File: src/rtl/muldiv_unit.sv
// muldiv_unit -- iterative RV32M multiply/divide unit.
//
// Multiply runs 32 shift-add steps on operand magnitudes and sign-corrects the
// 64-bit product. Divide runs 32 restoring steps on magnitudes. Divide by zero
// and signed overflow complete without iterating.
//
// Build option: define MULDIV_DIV_EN to include the divider. Without it, any
// op with op[2]=1 completes immediately with result 0 and illegal=1.
//
// Handshake: start is sampled only while busy=0. With flush=0 the request is
// accepted at that edge and busy rises. Completion is signalled by a one-cycle
// done pulse with result (and illegal) valid in that same cycle. flush aborts
// an accepted operation at the next edge without a done pulse. flush also
// blocks acceptance in IDLE.
//
// Ports:
//   clk, rst        clock, asynchronous active-high reset
//   start, op       request and RV32M funct3 opcode
//   opa, opb        rs1 / rs2 operands
//   flush           synchronous abort
//   busy            state != IDLE (pipeline stall)
//   done            one-cycle completion pulse
//   result          registered result, held until the next completion
//   illegal         pulses with done for ops unsupported in this build
//   state_dbg       current FSM state (IDLE=0, CALC=1, DONE=2)
module muldiv_unit #(
  parameter int XLEN = 32
) (
  input  logic            clk,
  input  logic            rst,
  input  logic            start,
  input  logic [2:0]      op,
  input  logic [XLEN-1:0] opa,
  input  logic [XLEN-1:0] opb,
  input  logic            flush,
  output logic            busy,
  output logic            done,
  output logic [XLEN-1:0] result,
  output logic            illegal,
  output logic [1:0]      state_dbg
);

  localparam logic [1:0] IDLE = 2'd0;
  localparam logic [1:0] CALC = 2'd1;
  localparam logic [1:0] DONE = 2'd2;

  logic [1:0]      state_q, state_d;
  logic [5:0]      cnt_q, cnt_d;
  logic [1:0]      op_q, op_d;      // funct3[1:0] of the accepted op
  logic [XLEN-1:0] mcand_q, mcand_d; // multiplicand (mul) or divisor (div) magnitude
  logic [XLEN-1:0] hi_q, hi_d;       // product high half / partial remainder
  logic [XLEN-1:0] lo_q, lo_d;       // multiplier-then-product low / dividend-then-quotient
  logic            neg_q, neg_d;     // final result must be negated
  logic [XLEN-1:0] result_q, result_d;
  logic            illegal_q, illegal_d;
`ifdef MULDIV_DIV_EN
  logic            div_q, div_d;     // accepted op is a divide
`endif

  // Operand signedness and magnitudes of the incoming request.
  logic            a_signed_in, b_signed_in;
  logic            a_neg_in, b_neg_in;
  logic [XLEN-1:0] a_mag_in, b_mag_in;

  always_comb begin
    if (op[2]) begin
      a_signed_in = ~op[0];
      b_signed_in = ~op[0];
    end else begin
      a_signed_in = (op[1:0] == 2'b01) || (op[1:0] == 2'b10);
      b_signed_in = (op[1:0] == 2'b01);
    end
    a_neg_in = a_signed_in & opa[XLEN-1];
    b_neg_in = b_signed_in & opb[XLEN-1];
    a_mag_in = a_neg_in ? -opa : opa;
    b_mag_in = b_neg_in ? -opb : opb;
  end

  // One shift-add multiply step: add the multiplicand to the high half when
  // the current multiplier bit is set, then shift {carry, hi, lo} right.
  logic [XLEN:0]     mul_sum;
  logic [XLEN-1:0]   mul_hi_n, mul_lo_n;
  logic [2*XLEN-1:0] prod_fix;
  logic [XLEN-1:0]   mul_res;

  always_comb begin
    mul_sum  = {1'b0, hi_q} + (lo_q[0] ? {1'b0, mcand_q} : '0);
    mul_hi_n = mul_sum[XLEN:1];
    mul_lo_n = {mul_sum[0], lo_q[XLEN-1:1]};
    prod_fix = neg_q ? -{mul_hi_n, mul_lo_n} : {mul_hi_n, mul_lo_n};
    mul_res  = (op_q == 2'b00) ? prod_fix[XLEN-1:0] : prod_fix[2*XLEN-1:XLEN];
  end

`ifdef MULDIV_DIV_EN
  // One restoring divide step: shift the next dividend bit into the partial
  // remainder and subtract the divisor when it fits. The remainder stays
  // below the divisor, so the shifted value needs only one extra bit.
  logic [XLEN:0]   rem_sh;
  logic            div_fit;
  logic [XLEN-1:0] div_hi_n, div_lo_n;
  logic [XLEN-1:0] div_res;

  always_comb begin
    rem_sh   = {hi_q, lo_q[XLEN-1]};
    div_fit  = rem_sh >= {1'b0, mcand_q};
    div_hi_n = div_fit ? (rem_sh[XLEN-1:0] - mcand_q) : rem_sh[XLEN-1:0];
    div_lo_n = {lo_q[XLEN-2:0], div_fit};
    if (op_q[1]) div_res = neg_q ? -div_hi_n : div_hi_n;
    else         div_res = neg_q ? -div_lo_n : div_lo_n;
  end
`endif

  always_comb begin
    state_d   = state_q;
    cnt_d     = cnt_q;
    op_d      = op_q;
    mcand_d   = mcand_q;
    hi_d      = hi_q;
    lo_d      = lo_q;
    neg_d     = neg_q;
    result_d  = result_q;
    illegal_d = 1'b0;
`ifdef MULDIV_DIV_EN
    div_d     = div_q;
`endif

    case (state_q)
      IDLE: begin
        if (start && !flush) begin
          op_d  = op[1:0];
          cnt_d = '0;
          if (op[2]) begin
`ifdef MULDIV_DIV_EN
            div_d = 1'b1;
            if (opb == '0) begin
              state_d  = DONE;
              result_d = op[1] ? opa : '1;
            end else if (!op[0] && opa == {1'b1, {(XLEN-1){1'b0}}} && opb == '1) begin
              state_d  = DONE;
              result_d = op[1] ? '0 : opa;
            end else begin
              state_d = CALC;
              mcand_d = b_mag_in;
              hi_d    = '0;
              lo_d    = a_mag_in;
              // Remainder follows the dividend's sign; quotient the XOR.
              neg_d   = op[1] ? a_neg_in : (a_neg_in ^ b_neg_in);
            end
`else
            state_d   = DONE;
            result_d  = '0;
            illegal_d = 1'b1;
`endif
          end else begin
`ifdef MULDIV_DIV_EN
            div_d   = 1'b0;
`endif
            state_d = CALC;
            mcand_d = a_mag_in;
            hi_d    = '0;
            lo_d    = b_mag_in;
            neg_d   = a_neg_in ^ b_neg_in;
          end
        end
      end

      CALC: begin
        if (flush) begin
          state_d = IDLE;
        end else begin
          cnt_d = cnt_q + 6'd1;
`ifdef MULDIV_DIV_EN
          if (div_q) begin
            hi_d = div_hi_n;
            lo_d = div_lo_n;
          end else begin
            hi_d = mul_hi_n;
            lo_d = mul_lo_n;
          end
`else
          hi_d = mul_hi_n;
          lo_d = mul_lo_n;
`endif
          // Counter value 31 marks the 32nd step; the result is latched
          // from this step's combinational output on the way into DONE.
          if (cnt_q == 6'd31) begin
            state_d = DONE;
`ifdef MULDIV_DIV_EN
            result_d = div_q ? div_res : mul_res;
`else
            result_d = mul_res;
`endif
          end
        end
      end

      DONE: state_d = IDLE;

      default: state_d = IDLE;
    endcase
  end

  always_ff @(posedge clk or posedge rst) begin
    if (rst) begin
      state_q   <= IDLE;
      cnt_q     <= '0;
      op_q      <= '0;
      mcand_q   <= '0;
      hi_q      <= '0;
      lo_q      <= '0;
      neg_q     <= 1'b0;
      result_q  <= '0;
      illegal_q <= 1'b0;
`ifdef MULDIV_DIV_EN
      div_q     <= 1'b0;
`endif
    end else begin
      state_q   <= state_d;
      cnt_q     <= cnt_d;
      op_q      <= op_d;
      mcand_q   <= mcand_d;
      hi_q      <= hi_d;
      lo_q      <= lo_d;
      neg_q     <= neg_d;
      result_q  <= result_d;
      illegal_q <= illegal_d;
`ifdef MULDIV_DIV_EN
      div_q     <= div_d;
`endif
    end
  end

  assign busy      = (state_q != IDLE);
  assign done      = (state_q == DONE);
  assign result    = result_q;
  assign illegal   = illegal_q;
  assign state_dbg = state_q;

endmodule

File: config.mk
export PLATFORM = sky130hd
export DESIGN_NAME = muldiv_unit
export DESIGN_NICKNAME = d
export VERILOG_FILES = /design/src/rtl/muldiv_unit.sv
export SDC_FILE = /design/constraint.sdc
export NUM_CORES = 1
export LEC_CHECK = 0
export CORE_MARGIN = 2
export CORE_UTILIZATION = 59
export CTS_BUF_LIST = sky130_fd_sc_hd__clkbuf_16
export CTS_CLUSTER_SIZE = 14
export DETAILED_ROUTE_END_ITERATION = 10
export GPL_TIMING_DRIVEN = 0
export HOLD_SLACK_MARGIN = 0.1
export PLACE_DENSITY = 0.82
export SYNTH_ARGS = -nofsm -noshare
export SYNTH_HDL_FRONTEND = slang
export SYNTH_SLANG_ARGS = --single-unit
File: constraint.sdc
create_clock -name clk -period 6 [get_ports clk]
set_input_delay 1.5 -clock clk [delete_from_list [all_inputs] [get_ports clk]]
set_output_delay 1.5 -clock clk [all_outputs]
set_load 0.01 [all_outputs]
== After elaboration in Yosys (flattened, before gate mapping) ==
Index checks and enable logic that the tools add are counted.

* Reductions and logical operators: 13
* Equal/unequal tests: 11
* Bitwise gates (word level): 5
* $add $sub $neg: 5
* Mux-type cells: 31

{| class="wikitable"
|+ Operators by type and width
! operator !! count
|-
| 2-to-1 mux 32 bit || 14
|-
| one-hot mux 32 bit (2 select lines) || 3
|-
| 2-to-1 mux 64 bit || 1
|-
| negation 32 bit || 2
|-
| negation 64 bit || 1
|-
| adder 32 x 32 -> 33 bit || 1
|-
| 2-to-1 mux 6 bit || 2
|-
| one-hot mux 6 bit (2 select lines) || 1
|-
| inequality test 2 bit (second input constant) || 5
|-
| 2-to-1 mux 2 bit || 4
|-
| adder 6 x 1 -> 6 bit (second input constant) || 1
|-
| == test 6 x 5 -> 1 bit (second input constant) || 1
|-
| AND reduction 3 bit || 2
|-
| 2-to-1 mux 1 bit || 5
|-
| AND reduction 5 bit || 1
|-
| == test 2 x 1 -> 1 bit (second input constant) || 2
|-
| == test 2 bit (second input constant) || 2
|-
| logical NOT 2 bit || 2
|-
| one-hot mux 2 bit (2 select lines) || 1
|-
| AND reduction 2 bit || 2
|-
| AND reduction 4 bit || 1
|-
| nonzero test 2 bit || 2
|-
| inequality test 3 bit (second input constant) || 1
|-
| bitwise AND 1 bit || 2
|-
| other kinds (5) || 6
|}

* Output and inout port bits: 37
* Word-level logic and storage cells: 74
* Bits in registers: 140
* Input bits: 71

== Depth between registers and ports, before layout ==
Gate-level depths: netlist of run 1.

* Depth after elaboration: 8
* Depth in mapped cells: 15
* Depth with buffers taken out: 13

== Worst setup path before layout of run 1 ==
OpenSTA, ideal clock, no wires.

* Path kind: register to register
* Start point: register lo_q[0]
* End point: register result_q[26], in the netlist result[26]
* Cell stages (with the launch flop): 16
* Data arrival time: 4052 ps
* Path buffers: 2
* Setup time: 66 ps
* Setup slack: 1882 ps
* Cell sequence: dfrtp_1 -> clkbuf_1 -> and2_1 -> ha_1 -> fa_1 -> a211oi_4 -> o21ai_2 -> a311oi_4 -> o21ai_2 -> xor2_1 -> or4_4 -> buf_6 -> or3_4 -> or4_1 -> nand3_1 -> a22o_1

* Word-level cells in the longest chain between the ends: 8

{| class="wikitable"
|+ Ends and longest elaborated chain
! element !! RTL line !! source
|-
| start, declared || 52 || <nowiki>logic [XLEN-1:0] lo_q, lo_d;</nowiki>
|-
| start signal, assigned || 223 || <nowiki>lo_q <= lo_d;</nowiki>
|-
| 2-to-1 mux 32 bit (*) || 87 || <nowiki>mul_sum = {1'b0, hi_q} + (lo_q[0] ? {1'b0, mcand_q} : '0);</nowiki>
|-
| adder 32 x 32 -> 33 bit (*) || 87 ||
|-
| negation 64 bit || 90 || <nowiki>prod_fix = neg_q ? -{mul_hi_n, mul_lo_n} : {mul_hi_n, mul_lo_n};</nowiki>
|-
| 2-to-1 mux 64 bit (*) || 90 ||
|-
| 2-to-1 mux 32 bit (*) || 91 || <nowiki>mul_res = (op_q == 2'b00) ? prod_fix[XLEN-1:0] : prod_fix[2*XLEN-1:XLEN];</nowiki>
|-
| 2-to-1 mux 32 bit (*) || 186 || <nowiki>if (cnt_q == 6'd31) begin</nowiki>
|-
| 2-to-1 mux 32 bit (*) || 168 || <nowiki>if (flush) begin</nowiki>
|-
| one-hot mux 32 bit (2 select lines) (*) || 127 || <nowiki>case (state_q)</nowiki>
|-
| end signal, assigned || 225 || <nowiki>result_q <= result_d;</nowiki>
|-
| end, declared || 54 || <nowiki>logic [XLEN-1:0] result_q, result_d;</nowiki>
|}

Mark *: on every way between the ends. The rest lies on a longest branch, timed or not. The select of a mux whose other input is x is not followed.
A chain may end at the register's enable or synchronous reset.

== Worst setup path after layout of run 1 ==
* Start point: register lo_q[0]
* End point: register result_q[30], in the netlist result[30]

Same word-level chain as after synthesis.

==> flow_summary.toml, run 1 <==
[die]
core.rowCount = 49
core_region_area_um2 = 18100
design.portCount = 108
die_w_um = 140
floorplan.die_area_um2 = 19700
dieHeight_um = 140
initial_utilization = 0.605

[cts]
cts_buffers = 17
setup_repair_bufs_after_cts = 0
cts_buffer_depth = 2
htree_num_levels = 4
clk_transition_reported_paths_ps = 60
cts_tree = "done"
worstSkewPairLatency_ps = 450
cts_hold_buffers = 0
tritoncts_num_sinks = 140
post_cts_resized = 0
cts-root-buf = "clkbuf_16"

[power_and_ir_drop]
clock_power_share = 0.299
leakage_nw = 5.49
worst_ir_drop_vdd_uv = 255
sum_of_internal_switching_and_leakage_power_mw = 4.24
comb_power_share = 0.394
cellPowerDensity_nw_per_um2 = 326
sequential_cell_fraction_of_total_power = 0.307
power.share.switching = 0.383
total_switching_power_mw = 1.62
intPower_mw = 2.62

[critical_path]
arrival_ps = 5420
required_ps = 6350
timing.critical_path.from = "lo_q[0]"
path_class = "reg2reg"
critical-path-max-stage-delay_ps = 880
cp_cell_sequence = "clkbuf_1 -> and2_1 -> ha_1 -> buf_6 -> nand3_1 -> a21o_1 -> a21oi_1 -> o2111ai_1 -> and2_1 -> a311oi_1 -> nor4b_1 -> a41oi_1 -> xor2_1 -> o21ai_0"
crit_family = "compound AO/OA/AOI/OAI gates"
crit_slowest_cell = "a311oi_1"
cp_common_cell = "and2_1"
worst_path_maximum_fanout = 10
endpoint_kind = "register"
startpoint_kind_of_the_worst_setup_timing_path = "register"
timing.critical_path.buf_inv = 2
crit-reg2reg-launch = "lo_q[0]"

[synthesis]
synth.top_cells.by_area = "dfrtp_1 (32%), o21ai_0 (6.8%), nand2_1 (6.8%), xnor2_1 (5.7%), xor2_1 (4.8%)"
synth_enable_flop_cells = 0
synth_largest_area_cell = "dfrtp_1"
syn-cell-area_um2 = 10900
yosys.area.top_type_share = 0.320
synth.yosys.warnings = 0
synth_ff_type = "dfrtp_1"
mean_syn_cell_area_um2 = 8.07
synth_async_sr_flop_share = 1.00
syn-instance-count = 1356
synth_register_bits = 140
yosysUniqueCellTypes = 83
sequential_fraction_of_the_synthesis_area = 0.320
synth.net_count = 1465

[drt]
detail_route.first_pass.iterations = 7
num_vias = 11150
drc = 0
antenna_left = 0
drtIter0Drc = 1277
detail_route.wl_per_cell_um = 19.3
routed_via_density = 6.46
wire_length_after_detailed_routing_um = 33400

[timing]
timing.clock.skew_ps = 10.2
final_period_minus_worst_setup_slack_ps = 5060
final_hold_viol_count = 0
slew_headroom = 0.177
rsz0062_at_grt = "no"
setup-violations-final = 0
finalCritPeriodShare = 0.844
report.final.slew_viol_count = 0
worst-slew-pin-transition_ps = 1220
max_freq_mhz = 197

[grt]
grt_start_max_net_pins = 98
global_route.usage.total = 0.340
first_global_vias = 10528
wire_length_of_the_first_global_routing_pass_um = 53600
globalRouteOverflowTotal = 0
number_of_antenna_violations_at_the_first_check_in_global_routing = 0

[run_status]
run_status = "finished clean"

[hold_path]
hold_path.startpoint = "mcand_q[3]"
worst_hold_path_type = "reg2reg"

[place]
hpwl_um = 25300
place_congestion = 1.01
port_buffers = 107
detailed_place.area_um2 = 12300

[final_layout]
layout-area-overhead-vs-synth_pct = 19.0
final_net_count = 1592
drive_above_1_share = 0.0475
final_area_um2 = 13000
antennaDiodeCount = 0

[flow_run]
number_of_max_capacitance_violations_reported = 0
-- cells by family after synthesis --
group	share of synthesized area
buffers and inverters	0.0380
xor gates and xnor gates	0.105
AOI/OAI and AO/OA	0.257
DFF	0.320
muxes	0.0123
and+or+nand+nor	0.223
adders and majority gates	0.0441
-- tightest hold or removal path, cell delays in order (launching register included) --
cell and delay (ps):
dfrtp_1 340, nand2_1 50, o21ai_0 60
-- state kept, by name (all words and copies together), names as in the netlist --
register,count
hi_q,32
op_q,2
lo_q,32
cnt_q,6
neg_q,1
mcand_q,32
illegal,1
state_dbg,2
result,32
-- cells in the final DEF (no fill, tap or decap), types with 7 or more instances in the layout --
cell type,n
o31ai_1,26
nor2b_1,7
a21o_1,21
a21oi_1,98
nor2_1,91
nand4_1,13
xnor2_1,71
nor4_1,15
a31oi_1,9
nand3_1,20
and2_1,45
clkbuf_16,17
clkdlybuf4s50_1,107
nand2_1,198
nor3_1,26
inv_1,20
or4_1,14
and3_1,10
bufinv_16,7
dfrtp_1,140
mux2i_1,9
a22o_1,35
o211ai_1,11
buf_2,8
xor2_1,60
nand2b_1,10
clkbuf_1,66
ha_1,37
or3_1,20
o21ai_0,149
a32o_1,8
o41ai_1,9
-- final timing paths --
kind	to	slack [ps]	cells after the start
setup / recovery	result[30]	940	14
hold / removal	mcand_q[3]	480	2
setup reg to reg	result[30]	940	14
hold reg to reg	mcand_q[3]	480	2
max in group asynchronous	cnt_q[2]	3730	3
min in group asynchronous	mcand_q[5]	1440	2
-- metrics by stage --
stage	hold WS [ps]	setup slack (ps)	setup TNS [ps]	cells	utilization
2_1_floorplan	441	747	0	1356	-
3_3_place_gp	454	-1140	-158310	1692	0.680
3_5_place_dp	463	987	0	1693	0.682
4_1_cts	478	1100	0	1725	0.720
5_1_grt	500	591	0	1725	0.720
6_report	477	937	0	1725	0.720
-- synthesized netlist by cell type, drive strengths merged (19+ instances only) --
library cell	n
a21o	21
a21oi	101
a22o	35
and2	45
clkbuf	66
dfrtp	140
ha	37
inv	19
nand2	198
nand3	20
nor2	91
nor3	26
o21ai	157
o31ai	26
or3	21
xnor2	71
xor2	60
-- routing by layer --
metal	part of all wire	vias up	wire length [um]	global-route usage
li1	-	5178	-	-
met1	0.43	5351	14300	0.481
met2	0.46	537	15400	0.541
met3	0.085	84	2840	0.0605
met4	0.025	0	822	0.0957
met5	0	-	0	0
-- power by group through the flow --
stage               combinational, mW  sequential, mW  clock (mW)
detailed placement               1.61            1.31           0
global placement                 1.57            1.31           0
global route                     1.82            1.32        1.31
CTS                              1.64            1.30        1.26
finish                           1.67            1.30        1.27
floorplan                        1.16            1.26           0
-- cell type report --
type / count / area (um^2)
plain buffers: 82 / 340
clock buffers: 17 / 425
clock inverters: 15 / 268
fillers: 1424 / 5060
inverters: 20 / 80.1
multi-input cells: 1114 / 7020
flip-flops and latches: 140 / 3500
well taps: 229 / 287
repair buffers: 108 / 1100
No activity file was read; power rests on OpenSTA's default activity.
==> inputs of run 2 (changes only) <==
--- a/config.mk
+++ b/config.mk
@@ -6,13 +6,13 @@
 export NUM_CORES = 1
 export LEC_CHECK = 0
 export CORE_MARGIN = 2
-export CORE_UTILIZATION = 59
+export CORE_UTILIZATION = 53
 export CTS_BUF_LIST = sky130_fd_sc_hd__clkbuf_16
 export CTS_CLUSTER_SIZE = 14
 export DETAILED_ROUTE_END_ITERATION = 10
 export GPL_TIMING_DRIVEN = 0
 export HOLD_SLACK_MARGIN = 0.1
-export PLACE_DENSITY = 0.82
+export PLACE_DENSITY = 0.78
 export SYNTH_ARGS = -nofsm -noshare
 export SYNTH_HDL_FRONTEND = slang
 export SYNTH_SLANG_ARGS = --single-unit
==> constraint.sdc (replaced) <==
create_clock -name clk -period 4.48 [get_ports clk]
set_input_delay 1.12 -clock clk [delete_from_list [all_inputs] [get_ports clk]]
set_output_delay 1.12 -clock clk [all_outputs]
set_load 0.01 [all_outputs]
==> flow_summary.toml, run 2 (synthesis results as in run 1) <==
[drt]
drtIter0Drc = 1048
num_vias = 11055
wire_length_after_detailed_routing_um = 34700
drc = 0
detail_route.wl_per_cell_um = 19.5
routed_via_density = 6.21
detail_route.first_pass.iterations = 8
antenna_left = 0

[power_and_ir_drop]
cellPowerDensity_nw_per_um2 = 416
worst_ir_drop_vdd_uv = 252
sum_of_internal_switching_and_leakage_power_mw = 5.54
leakage_nw = 5.55

[final_layout]
final_net_count = 1607
layout-area-overhead-vs-synth_pct = 21.6
antennaDiodeCount = 0
fin_cells = 1781
layout.cells.most_common_list = "nand2_1 (198), o21ai_0 (148), dfrtp_1 (139)"
drive_above_1_share = 0.0768
layout.cells.most_common = "nand2_1"

[cts]
clk_transition_reported_paths_ps = 60
tritoncts_num_sinks = 140
cts_buffers = 17
worstSkewPairLatency_ps = 440
htree_num_levels = 4
cts_tree = "done"
cts_buffer_depth = 2
cts_hold_buffers = 0
cts-root-buf = "clkbuf_16"

[place]
post-place-cells = 1736
place_congestion = 0.952
port_buffers = 107
hpwl_um = 26600

[die]
core_region_area_um2 = 20200
initial_utilization = 0.541
floorplan.die_area_um2 = 21800
core.rowCount = 52
design.portCount = 108
die_w_um = 148
dieHeight_um = 148

[grt]
wire_length_of_the_first_global_routing_pass_um = 55000
global_route.usage.total = 0.319
grt_start_max_net_pins = 43
number_of_antenna_violations_at_the_first_check_in_global_routing = 0
first_global_vias = 10578
globalRouteOverflowTotal = 0

[timing]
final_period_minus_worst_setup_slack_ps = 4430
max_freq_mhz = 226
slew_headroom = 0.406
finalCritPeriodShare = 0.989
final_hold_viol_count = 0
worst-slew-pin-transition_ps = 883
fin_setup_tns_ps = 0
report.final.slew_viol_count = 0
timing.clock.skew_ps = 11.8
setup-violations-final = 0

[run_status]
run_status = "finished clean"

[hold_path]
worst_hold_path_type = "reg2reg"

[critical_path]
worst_path_maximum_fanout = 10
startpoint_kind_of_the_worst_setup_timing_path = "register"
path_class = "reg2reg"
required_ps = 4800
endpoint_kind = "register"
arrival_ps = 4750

[flow_run]
number_of_max_capacitance_violations_reported = 0
[run 2: final cells by class]
cell class              instances  area (um^2)
plain buffers                  80          352
clock buffers                  17          425
clock inverters                15          186
fillers                      1748         6930
inverters                      20         78.8
multi-input cells            1114         7180
flip-flops and latches        140         3500
well taps                     270          338
repair buffers                125         1250
[run 2: metrics by stage]
step | hold slack [ps] | util | setup WS, ps | cell area [um^2]
after floorplan | 441 | - | 362 | 10900
after global placement | 457 | 0.611 | -566 | 12400
after detailed placement | 462 | 0.614 | -591 | 12400
after CTS | 476 | 0.650 | 44.6 | 13100
after global routing | 499 | 0.658 | -59.4 | 13300
final | 471 | 0.658 | 48.9 | 13300
[run 2: path summary, 6_finish.rpt]
check,end,slack (ps),startpoint,cells past startpoint
worst max register to register,result[19],50,lo_q[0],16
worst min-delay path,mcand_q[6],470,mcand_q[6],2
worst max-delay path,result[19],50,lo_q[0],16
worst min register to register,mcand_q[6],470,mcand_q[6],2
max in group asynchronous,result[31],2840,rst,3
min in group asynchronous,hi_q[2],1060,rst,2
[run 2: timing repair]
action                                  4_1_cts  5_1_grt
resized for setup                            15       23
endpoints found under the setup margin       20       16
pin swaps                                     4       11
buffers inserted                              7        8
[run 2: where the power goes]
part	total (mW)	leakage, nW	internal [mW]	switching [mW]
Sequential	1.74	1.84	1.50	0.241
Combinational	2.29	3.42	0.938	1.35
Clock	1.51	0.294	0.885	0.625
[run 2: critical path, stage by stage (launching register included)]
cell      delay [ps]
dfrtp_2          480
buf_8            180
and2_1           140
ha_2             200
fa_2             390
buf_4            180
xor2_1           210
nor4_1           330
nand4_1          350
a31oi_1          260
nand4b_1         220
nand4b_1         370
buf_4            250
o31ai_1          290
xor2_1           160
o21ai_0           90
a22o_1           220
[run 2: metal layers]
layer  up-vias  share of wire  track usage
met5         -              0            0
met4         0          0.027        0.105
met3        73          0.072       0.0571
met2       406           0.46        0.498
met1      5376           0.45        0.452
li1       5200              -            -
==> inputs of run 3 (changes only) <==
--- a/config.mk
+++ b/config.mk
@@ -6,13 +6,12 @@
 export NUM_CORES = 1
 export LEC_CHECK = 0
 export CORE_MARGIN = 2
-export CORE_UTILIZATION = 53
+export CORE_UTILIZATION = 59
 export CTS_BUF_LIST = sky130_fd_sc_hd__clkbuf_16
 export CTS_CLUSTER_SIZE = 14
 export DETAILED_ROUTE_END_ITERATION = 10
-export GPL_TIMING_DRIVEN = 0
 export HOLD_SLACK_MARGIN = 0.1
-export PLACE_DENSITY = 0.78
+export PLACE_DENSITY = 0.82
 export SYNTH_ARGS = -nofsm -noshare
 export SYNTH_HDL_FRONTEND = slang
 export SYNTH_SLANG_ARGS = --single-unit
==> constraint.sdc (replaced) <==
create_clock -name clk -period 4.8 [get_ports clk]
set_input_delay 1.2 -clock clk [delete_from_list [all_inputs] [get_ports clk]]
set_output_delay 1.2 -clock clk [all_outputs]
set_load 0.01 [all_outputs]
==> flow_summary.toml, run 3 (synthesis results as in run 1) <==
[run_status]
run_status = "finished clean"

[critical_path]
crit-reg2reg-launch = "lo_q[0]"
endpoint_kind = "register"
path_class = "reg2reg"
cp_cell_sequence = "and2_1 -> ha_1 -> fa_1 -> a211oi_4 -> o21ai_2 -> a311oi_4 -> xor2_1 -> o2111a_1 -> nand4b_1 -> buf_4 -> nor4_4 -> a41oi_1 -> xnor2_1 -> o21ai_0"
worst_path_maximum_fanout = 18
arrival_ps = 4790
crit_slowest_cell = "dfrtp_1"
timing.critical_path.from = "lo_q[0]"
startpoint_kind_of_the_worst_setup_timing_path = "register"
critical-path-max-stage-delay_ps = 520
required_ps = 5140

[cts]
cts_buffer_depth = 2
cts_buffers = 17
cts_tree = "done"
cts_hold_buffers = 0
worstSkewPairLatency_ps = 440
htree_num_levels = 4
clk_transition_reported_paths_ps = 60
cts-root-buf = "clkbuf_16"
tritoncts_num_sinks = 140

[timing]
fin_setup_tns_ps = 0
max_freq_mhz = 225
rsz0062_at_grt = "no"
final_period_minus_worst_setup_slack_ps = 4450
report.final.slew_viol_count = 0
worst-slew-pin-transition_ps = 1020
timing.clock.skew_ps = 10.4
finalCritPeriodShare = 0.927
setup-violations-final = 0
final_hold_viol_count = 0
slew_headroom = 0.315

[drt]
detail_route.first_pass.iterations = 6
wire_length_after_detailed_routing_um = 30100
routed_via_density = 6.30
antenna_left = 0
detail_route.wl_per_cell_um = 18.1
drtIter0Drc = 914
drc = 0
num_vias = 10510

[power_and_ir_drop]
sum_of_internal_switching_and_leakage_power_mw = 4.91
cellPowerDensity_nw_per_um2 = 384
worst_ir_drop_vdd_uv = 306
leakage_nw = 5.41

[final_layout]
antennaDiodeCount = 0
fillers = 1457
drive_above_1_share = 0.0605
final_area_um2 = 12800
layout-area-overhead-vs-synth_pct = 16.7
layout.cells.most_common_list = "nand2_1 (197), o21ai_0 (149), dfrtp_1 (140)"
layout.cells.most_common = "nand2_1"
final_net_count = 1534

[die]
core.rowCount = 49
core_region_area_um2 = 18100
die_w_um = 140
design.portCount = 108
initial_utilization = 0.605
dieHeight_um = 140
floorplan.die_area_um2 = 19700

[place]
hpwl_um = 22400
place_congestion = 0.924
port_buffers = 107
detailed_place.area_um2 = 12200

[grt]
grt_start_max_net_pins = 68
groute.layer.met2.usage = 0.512
wire_length_of_the_first_global_routing_pass_um = 49500
first_global_vias = 10254
globalRouteOverflowTotal = 0
number_of_antenna_violations_at_the_first_check_in_global_routing = 0
m3_gr_usage = 0.0496
gr-usage-met1 = 0.413
top_usage_layer = "met2"
global_route.usage.total = 0.310

[flow_run]
number_of_max_capacitance_violations_reported = 0

[hold_path]
hold_path.startpoint = "mcand_q[19]"
worst_hold_path_type = "reg2reg"
==> run 3: cell count changes in the layout (fill, tap and decap cells not counted), sizes merged <==
cell | before | now
clkbuf | 81 | 17
buf | 34 | 25
clkinv | 7 | 13
inv | 22 | 19
clkinvlp | 3 | 1
bufinv | 3 | 2
==> run 3: power breakdown <==
group / leakage, nW / internal (mW) / switching [mW]
combinational: 3.28 / 0.829 / 1.16
sequential: 1.85 / 1.40 / 0.230
clock: 0.278 / 0.752 / 0.531
total: 5.41 / 2.99 / 1.93
==> run 3: metal layers <==
metal	vias to the layer above	wire length, um
li1	5062	-
met1	5055	13200
met2	322	14500
met3	71	1590
met4	0	865
met5	-	0
==> run 3: final timing paths <==
path                                    end  slack [ps]  cells past startpoint
worst max-delay path             result[31]         350                     14
worst min-delay path            mcand_q[19]         470                      2
worst max register to register   result[31]         350                     14
worst min register to register  mcand_q[19]         470                      2
max in group asynchronous       mcand_q[23]        2740                      3
min in group asynchronous         result[0]        1290                      2
==> run 3: cell type report <==
cell class / instances / area [um^2] / share of cell area
clock buffer: 17 / 425 / 0.0333
clock inverter: 15 / 130 / 0.0102
timing repair buffer: 132 / 1300 / 0.101
sequential: 140 / 3500 / 0.274
tap: 229 / 287 / 0.0224
inverter: 20 / 78.8 / 0.00617
multi-input combinational: 1114 / 7050 / 0.552
==> run 3: stage by stage <==
stage | hold slack, ps | cells | worst slack, ps | utilization
after detailed placement | 464 | 1634 | 160 | 0.674
final | 473 | 1667 | 349 | 0.706
after CTS | 477 | 1666 | 245 | 0.705
after global placement | 457 | 1634 | 289 | 0.674
after global routing | 504 | 1667 | 64.3 | 0.706
after floorplan | 441 | 1356 | 682 | -
==> run 3: worst max-delay path: cells and delay by family, from the launching register on <==
family | cells | cell delay, ps
buffers and inverters | 1 | 200
AND/OR/NAND/NOR | 3 | 760
adder cells (fa/ha/maj) | 2 | 740
XOR/XNOR | 2 | 580
flip-flops | 1 | 520
AO/OA/AOI/OAI | 6 | 1560
==> run 3: repair_timing <==
| item | CTS | global route |
|---|---|---|
| resized for setup | 0 | 2 |
| setup endpoints to repair | 0 | 2 |
| setup buffers | 0 | 1 |
